File: src/rtl/alu_pkg.sv
// Shared constants and types for the ALU instruction decode stage:
// ALU op codes, RV32I opcode/funct7 values, skid-buffer states and the decoded entry.
package alu_pkg;

  localparam logic [3:0] ALU_ADD  = 4'b0000;
  localparam logic [3:0] ALU_SUB  = 4'b0001;
  localparam logic [3:0] ALU_SLL  = 4'b0010;
  localparam logic [3:0] ALU_SLT  = 4'b0011;
  localparam logic [3:0] ALU_SLTU = 4'b0100;
  localparam logic [3:0] ALU_XOR  = 4'b0101;
  localparam logic [3:0] ALU_SRL  = 4'b0110;
  localparam logic [3:0] ALU_SRA  = 4'b0111;
  localparam logic [3:0] ALU_OR   = 4'b1000;
  localparam logic [3:0] ALU_AND  = 4'b1001;

  localparam logic [6:0] OPC_OP     = 7'b0110011;
  localparam logic [6:0] OPC_OP_IMM = 7'b0010011;
  localparam logic [6:0] F7_BASE    = 7'b0000000;
  localparam logic [6:0] F7_ALT     = 7'b0100000;

  typedef enum logic [1:0] {
    ST_EMPTY = 2'b00,
    ST_ONE   = 2'b01,
    ST_FULL  = 2'b10
  } state_t;

  typedef struct packed {
    logic [3:0]  op;
    logic [4:0]  rd;
    logic [4:0]  rs1;
    logic [4:0]  rs2;
    logic [31:0] imm;
    logic        use_imm;
    logic        illegal;
  } dec_entry_t;

  // alt selects sub (funct3 000) or sra (funct3 101); ignored for the other funct3 values
  function automatic logic [3:0] f3_to_op(input logic [2:0] funct3, input logic alt);
    logic [3:0] op;
    case (funct3)
      3'b000:  op = alt ? ALU_SUB : ALU_ADD;
      3'b001:  op = ALU_SLL;
      3'b010:  op = ALU_SLT;
      3'b011:  op = ALU_SLTU;
      3'b100:  op = ALU_XOR;
      3'b101:  op = alt ? ALU_SRA : ALU_SRL;
      3'b110:  op = ALU_OR;
      3'b111:  op = ALU_AND;
      default: op = ALU_ADD;
    endcase
    return op;
  endfunction

endpackage

File: src/rtl/alu_decode_comb.sv
// Purely combinational RV32I OP / OP-IMM decoder producing one decoded entry.
module alu_decode_comb
  import alu_pkg::*;
(
  input  logic [31:0] instr,
  output dec_entry_t  entry
);

  logic [6:0] opcode_s;
  logic [2:0] funct3_s;
  logic [6:0] funct7_s;
  logic       imm_legal_s;
  logic       imm_shift_s;

  assign opcode_s    = instr[6:0];
  assign funct3_s    = instr[14:12];
  assign funct7_s    = instr[31:25];
  assign imm_shift_s = (funct3_s == 3'b001) || (funct3_s == 3'b101);

  // OP-IMM funct7 legality: only the shift encodings constrain instr[31:25]
  always_comb begin
    imm_legal_s = 1'b1;
    case (funct3_s)
      3'b001:  imm_legal_s = (funct7_s == F7_BASE);
      3'b101:  imm_legal_s = (funct7_s == F7_BASE) || (funct7_s == F7_ALT);
      default: imm_legal_s = 1'b1;
    endcase
  end

  // Main decode; index fields pass through even for illegal instructions
  always_comb begin
    entry         = '0;
    entry.rd      = instr[11:7];
    entry.rs1     = instr[19:15];
    entry.rs2     = instr[24:20];
    entry.illegal = 1'b1;
    case (opcode_s)
      OPC_OP: begin
        if ((funct7_s == F7_BASE) ||
            ((funct7_s == F7_ALT) && ((funct3_s == 3'b000) || (funct3_s == 3'b101)))) begin
          entry.op      = f3_to_op(funct3_s, funct7_s[5]);
          entry.illegal = 1'b0;
        end else begin
          entry.illegal = 1'b1;
        end
      end
      OPC_OP_IMM: begin
        if (imm_legal_s) begin
          entry.op      = f3_to_op(funct3_s, (funct3_s == 3'b101) && funct7_s[5]);
          entry.use_imm = 1'b1;
          entry.illegal = 1'b0;
          if (imm_shift_s) begin
            entry.imm = {27'd0, instr[24:20]};
          end else begin
            entry.imm = {{20{instr[31]}}, instr[31:20]};
          end
        end else begin
          entry.illegal = 1'b1;
        end
      end
      default: entry.illegal = 1'b1;
    endcase
  end

endmodule

File: src/rtl/alu_instr_decoder.sv
// Decode stage with a 2-entry skid buffer: out_r is always the oldest entry,
// skid_r catches the one accepted while the output is stalled.
module alu_instr_decoder
  import alu_pkg::*;
(
  input  logic        i_clk,
  input  logic        i_rst,
  input  logic        i_valid,
  output logic        o_ready,
  input  logic [31:0] i_instr,
  output logic        o_valid,
  input  logic        i_ready,
  output logic [3:0]  o_op,
  output logic [4:0]  o_rd,
  output logic [4:0]  o_rs1,
  output logic [4:0]  o_rs2,
  output logic [31:0] o_imm,
  output logic        o_use_imm,
  output logic        o_illegal
);

  dec_entry_t dec_s;
  dec_entry_t out_r;
  dec_entry_t skid_r;
  state_t     state_r;
  logic       accept_s;
  logic       emit_s;

  alu_decode_comb u_decode (
    .instr (i_instr),
    .entry (dec_s)
  );

  assign accept_s = i_valid && (state_r != ST_FULL);
  assign emit_s   = i_ready && (state_r != ST_EMPTY);

  // Skid-buffer FSM and entry registers
  always_ff @(posedge i_clk) begin
    if (i_rst) begin
      state_r <= ST_EMPTY;
      out_r   <= '0;
      skid_r  <= '0;
    end else begin
      case (state_r)
        ST_EMPTY: begin
          if (accept_s) begin
            out_r   <= dec_s;
            state_r <= ST_ONE;
          end
        end
        ST_ONE: begin
          case ({accept_s, emit_s})
            2'b10: begin
              skid_r  <= dec_s;
              state_r <= ST_FULL;
            end
            2'b01:   state_r <= ST_EMPTY;
            2'b11:   out_r   <= dec_s;
            default: state_r <= ST_ONE;
          endcase
        end
        ST_FULL: begin
          if (emit_s) begin
            out_r   <= skid_r;
            state_r <= ST_ONE;
          end
        end
        default: state_r <= ST_EMPTY;
      endcase
    end
  end

  assign o_ready   = (state_r != ST_FULL);
  assign o_valid   = (state_r != ST_EMPTY);
  assign o_op      = out_r.op;
  assign o_rd      = out_r.rd;
  assign o_rs1     = out_r.rs1;
  assign o_rs2     = out_r.rs2;
  assign o_imm     = out_r.imm;
  assign o_use_imm = out_r.use_imm;
  assign o_illegal = out_r.illegal;

endmodule
File: config.mk
export PLATFORM = sky130hd
export DESIGN_NAME = alu_instr_decoder
export DESIGN_NICKNAME = d
export VERILOG_FILES = /design/src/rtl/alu_pkg.sv /design/src/rtl/alu_decode_comb.sv /design/src/rtl/alu_instr_decoder.sv
export SDC_FILE = /design/constraint.sdc
export NUM_CORES = 1
export LEC_CHECK = 0
export CORE_UTILIZATION = 50
export DETAILED_ROUTE_END_ITERATION = 6
export PLACE_DENSITY = 0.88
export SLEW_MARGIN = 20
export SYNTH_ARGS = -nofsm -noshare
export SYNTH_HDL_FRONTEND = slang
export SYNTH_HIERARCHICAL = 1
export SYNTH_SLANG_ARGS = --single-unit
File: constraint.sdc
create_clock -name i_clk -period 3.6 [get_ports i_clk]
set_input_delay 0.72 -clock i_clk [delete_from_list [all_inputs] [get_ports i_clk]]
set_output_delay 0.72 -clock i_clk [all_outputs]
set_load 0.1 [all_outputs]
# Word-level counts from Yosys, hierarchy flattened
# Index checks and enable logic that the tools add are counted.
# word_totals
ff_bits	108
in_bits	36
output_inout_bits	55
# classes
mux	24
eq_ne	20
n_reduce_logical	16
# ops
operator	count
53-bit two-way mux	3
53-bit one-hot mux with 3 select lines	1
33-bit two-way mux	2
4-bit one-hot mux with 8 select lines	2
32-bit two-way mux	1
7-bit by 6-bit equality test with 1-bit output, second input constant	2
3-bit equality test, second input constant	4
2-bit one-hot mux with 3 select lines	2
2-bit != test, second input constant	5
4-bit two-way mux	2
4-bit one-hot mux with 2 select lines	1
7-bit by 5-bit equality test with 1-bit output, second input constant	1
7-bit logical NOT	1
2-bit equality test, second input constant	3
3-bit by 2-bit equality test with 1-bit output, second input constant	2
1-bit two-way mux	6
2-bit by 1-bit equality test with 1-bit output, second input constant	2
1-bit logical AND	4
1-bit logical OR	4
2-bit two-way mux	2
1-bit one-hot mux with 2 select lines	2
4-bit AND reduction	1
3-bit by 1-bit equality test with 1-bit output, second input constant	1
3-bit logical NOT	1
5 further kinds	5

# Logic depth before layout (Yosys ltp)
# logic_depth
ltp_word	8
mapped_depth	11
depth_no_buf	7

# Cells and area by module
# Netlist, hierarchy kept.
# modules_own_cells
mod	area_per_inst_um2	seq_area_each_um2	cells_per_inst	instances
alu_instr_decoder	4551.9	2162.1	481	1
alu_decode_comb	618.1	0.0	85	1

# Worst setup path after synthesis
# Ideal clock, no wire load.
# synth_path
path_kind	input port to flip-flop
from	input port i_instr[13]
to	register out_r (netlist bit o_imm[12])
arrival_time_ps	2435
path_stages	8
setup_slack_ps	1097
path_cell_list	clkbuf_1 -> nor2b_1 -> nor3_1 -> and2_1 -> buf_4 -> mux2_2 -> mux2i_1 -> nor2_1
# synth_rtl
item	line	rtl
from (decl)	alu_instr_decoder.sv:10	input logic [31:0] i_instr,
to (signal assigned)	alu_instr_decoder.sv:47	out_r <= dec_s;
to (signal assigned)	alu_instr_decoder.sv:58	2'b11: out_r <= dec_s;
to (signal assigned)	alu_instr_decoder.sv:64	out_r <= skid_r;
to (decl)	alu_instr_decoder.sv:23	dec_entry_t out_r;

# Worst setup path after layout
# layout_path
from	register state_r[0]
to	output port o_ready
# layout_between
elab_chain_len	1
# layout_rtl
item	line	rtl
from (decl)	alu_instr_decoder.sv:25	state_t state_r;
from (signal assigned)	alu_instr_decoder.sv:40	state_r <= ST_EMPTY;
from (signal assigned)	alu_instr_decoder.sv:48	state_r <= ST_ONE;
from (signal assigned)	alu_instr_decoder.sv:55	state_r <= ST_FULL;
2-bit != test	alu_instr_decoder.sv:73	assign o_ready = (state_r != ST_FULL);
to (decl)	alu_instr_decoder.sv:9	output logic o_ready,
# No other way between the ends.

==> out/qor.yml <==
ys_async_sr_fraction: 0
vdd_drop_max_uv: 249
setup_tns_ns: 0
clockBufferDepth: 2
totalWireLength_um: 10400
critical_path_arrival_ns: 2.28
grt_pass1_vias: 3768
grt_max_degree: 109
status: "finished, final reports clean"
num_io_pins: 91
overflow: 0
worst_skew_pair.late_latency_ns: 0.37
layout_common_cells: "108 x nand2_1, 108 x dfxtp_1, 85 x clkdlybuf4s50_1, 59 x nor2_1, 55 x a21oi_1"
via_per_inst: 5.22
clk_pin_slew_ns: 0.10
fp.dieW_um: 104
antenna_found_initial: 0
drive_gt1_frac: 0.158
grt_pass1_wl_um: 17400
vias: 3856
final_nets: 639
clkSinkCount: 108
rsz0062_at_grt: "no"
io_buffers: 90
finalMaxSlewViolations: 0
end_kind: "primary output"
cts_tree: "yes"
cts_resized: 0
p_per_area_nw_per_um2: 397
top_usage_layer: "met2"
worst_slack_ns: 0.604
grt_util_met2: 0.346
dr.pass1.iters: 4
design.die.area_um2: 10800
finalHoldViolations: 0
netlist.top_cell.by_area: "dfxtp_1"
grt_util_all_layers: 0.196
drv_cap: 0
cts_buffers: 9
skew_ns: 0.0100
seq_area_frac_synth: 0.418
critPathKind: "reg -> out"
min_path_type: "reg -> reg"
fin_util: 0.602
antenna_cells: 0
avgSynthCellArea_um2: 9.13
critical_path_required_ns: 2.88
ctsHoldBuffers: 0
gr-usage-met1: 0.242
fmax_ghz: 0.334
worst_pin_slew_ns: 1.07
postRouteAntennaNets: 0
syn_to_final_growth_pct: 15.5
setup_viol: 0
gr-usage-met3: 0.0308
syn_inst: 566
synth_top_area_frac: 0.418
synth-main-ff-cell: "dfxtp_1"
core-area_um2: 9910
cp-start-kind: "flip-flop"
start_util: 0.522
yosys_warnings: 6
slew_headroom: 0.287
totalPowerFinal_w: 0.00237
synth_cell_types: 40
post_cts_buffers: 0
place_area_um2: 5780
hpwl_um: 6700
ys_ff_latch: 108
drt_iter0_drc: 124
worstPathMaxFanout: 37
gp_congestion: 0.834
p_leak_nw: 2.35
place_ws_ns: 0.565
placementRows: 36
design_area_um2: 5970
wire_per_inst_um: 14.1
syn-cell-area_um2: 5170
synth_top_cells_by_area: "dfxtp_1 42%, mux2_2 12%, mux2i_1 10%"
synth-edff-count: 0
die_h_um: 104
finalCriticalPeriod_ns: 3.00
post-route-drc-count: 0
synth_nets: 604
min_period_over_period: 0.832
cts-root-buf: "clkbuf_8"
htree_num_levels: 3
-- through the flow --
| stage | instances | hold WS, ns |
|---|---|---|
| floorplan | 566 | 0.434 |
| global placement | 723 | 0.439 |
| detailed placement | 723 | 0.445 |
| CTS | 739 | 0.461 |
| global route | 739 | 0.470 |
| finish | 739 | 0.460 |
-- cells in the mapped netlist (2+ instances only) --
master / number
dfxtp_1: 108
nand2_1: 108
nor2_1: 59
a21oi_1: 55
mux2_2: 54
mux2i_1: 53
buf_4: 36
clkbuf_1: 24
and2_1: 10
and3_1: 6
buf_12: 5
buf_6: 5
inv_1: 3
nand2b_1: 3
nand3_1: 3
nor2b_1: 3
o21ai_0: 3
or2_2: 3
buf_2: 2
ha_1: 2
nor3b_1: 2
-- registers in the layout (all words and copies together), names as in the netlist --
name / cells
o_rs1: 5
o_imm: 32
o_illegal: 1
o_op: 4
o_use_imm: 1
o_rd: 5
state_r: 2
o_rs2: 5
skid_r: 53
-- power breakdown --
part,internal [W],total [W],switching [W],leakage [nW]
clock,0.000262,0.000692,0.000430,0.0815
combinational,0.000156,0.000444,0.000288,1.40
sequential,0.00122,0.00124,0.0000152,0.874
total,0.00164,0.00237,0.000734,2.35
-- cells by family (layout without fill, tap and decap cells) --
| group | count (synthesis) | in the layout | synth area share |
|---|---|---|---|
| XOR/XNOR | 1 | 1 | 0.00169 |
| adder cells (fa/ha/maj) | 2 | 2 | 0.00484 |
| flip-flops | 108 | 108 | 0.418 |
| buffers and inverters | 75 | 115 | 0.104 |
| AO/OA/AOI/OAI | 67 | 67 | 0.0738 |
| multiplexers | 108 | 108 | 0.223 |
| AND/OR/NAND/NOR | 205 | 205 | 0.174 |
-- worst max-delay path, cell delays in order, from the launching register on --
cell and delay, ns:
dfxtp_1 0.48, nand2b_2 0.49, buf_4 0.54, buf_4 0.39
-- path summary, 6_finish.rpt --
kind / cells past startpoint / slack, ns / from / to
setup / recovery: 3 / 0.60 / state_r[0]$_SDFFE_PP0P_ / o_ready
hold / removal: 2 / 0.46 / skid_r[37]$_SDFFE_PP0P_ / skid_r[37]$_SDFFE_PP0P_
setup reg to reg: 8 / 0.85 / state_r[0]$_SDFFE_PP0P_ / o_rd[4]$_SDFFE_PP0P_
hold reg to reg: 2 / 0.46 / skid_r[37]$_SDFFE_PP0P_ / skid_r[37]$_SDFFE_PP0P_
-- routing by layer --
metal | vias to the layer above | part of all wire
li1 | 1916 | -
met1 | 1817 | 0.44
met4 | 0 | 0.012
met5 | - | 0
met2 | 110 | 0.50
met3 | 13 | 0.044
-- final cells by class --
class                   instances  area (um2)
fillers                       865        3940
multi-input cells             383        2490
clock inverters                 7        61.3
clock buffers                   9         124
flip-flops and latches        108        2160
repair buffers                 96         958
well taps                     133         166
inverters                       3        11.3
Note: power is estimated with default switching activity, not from simulation.
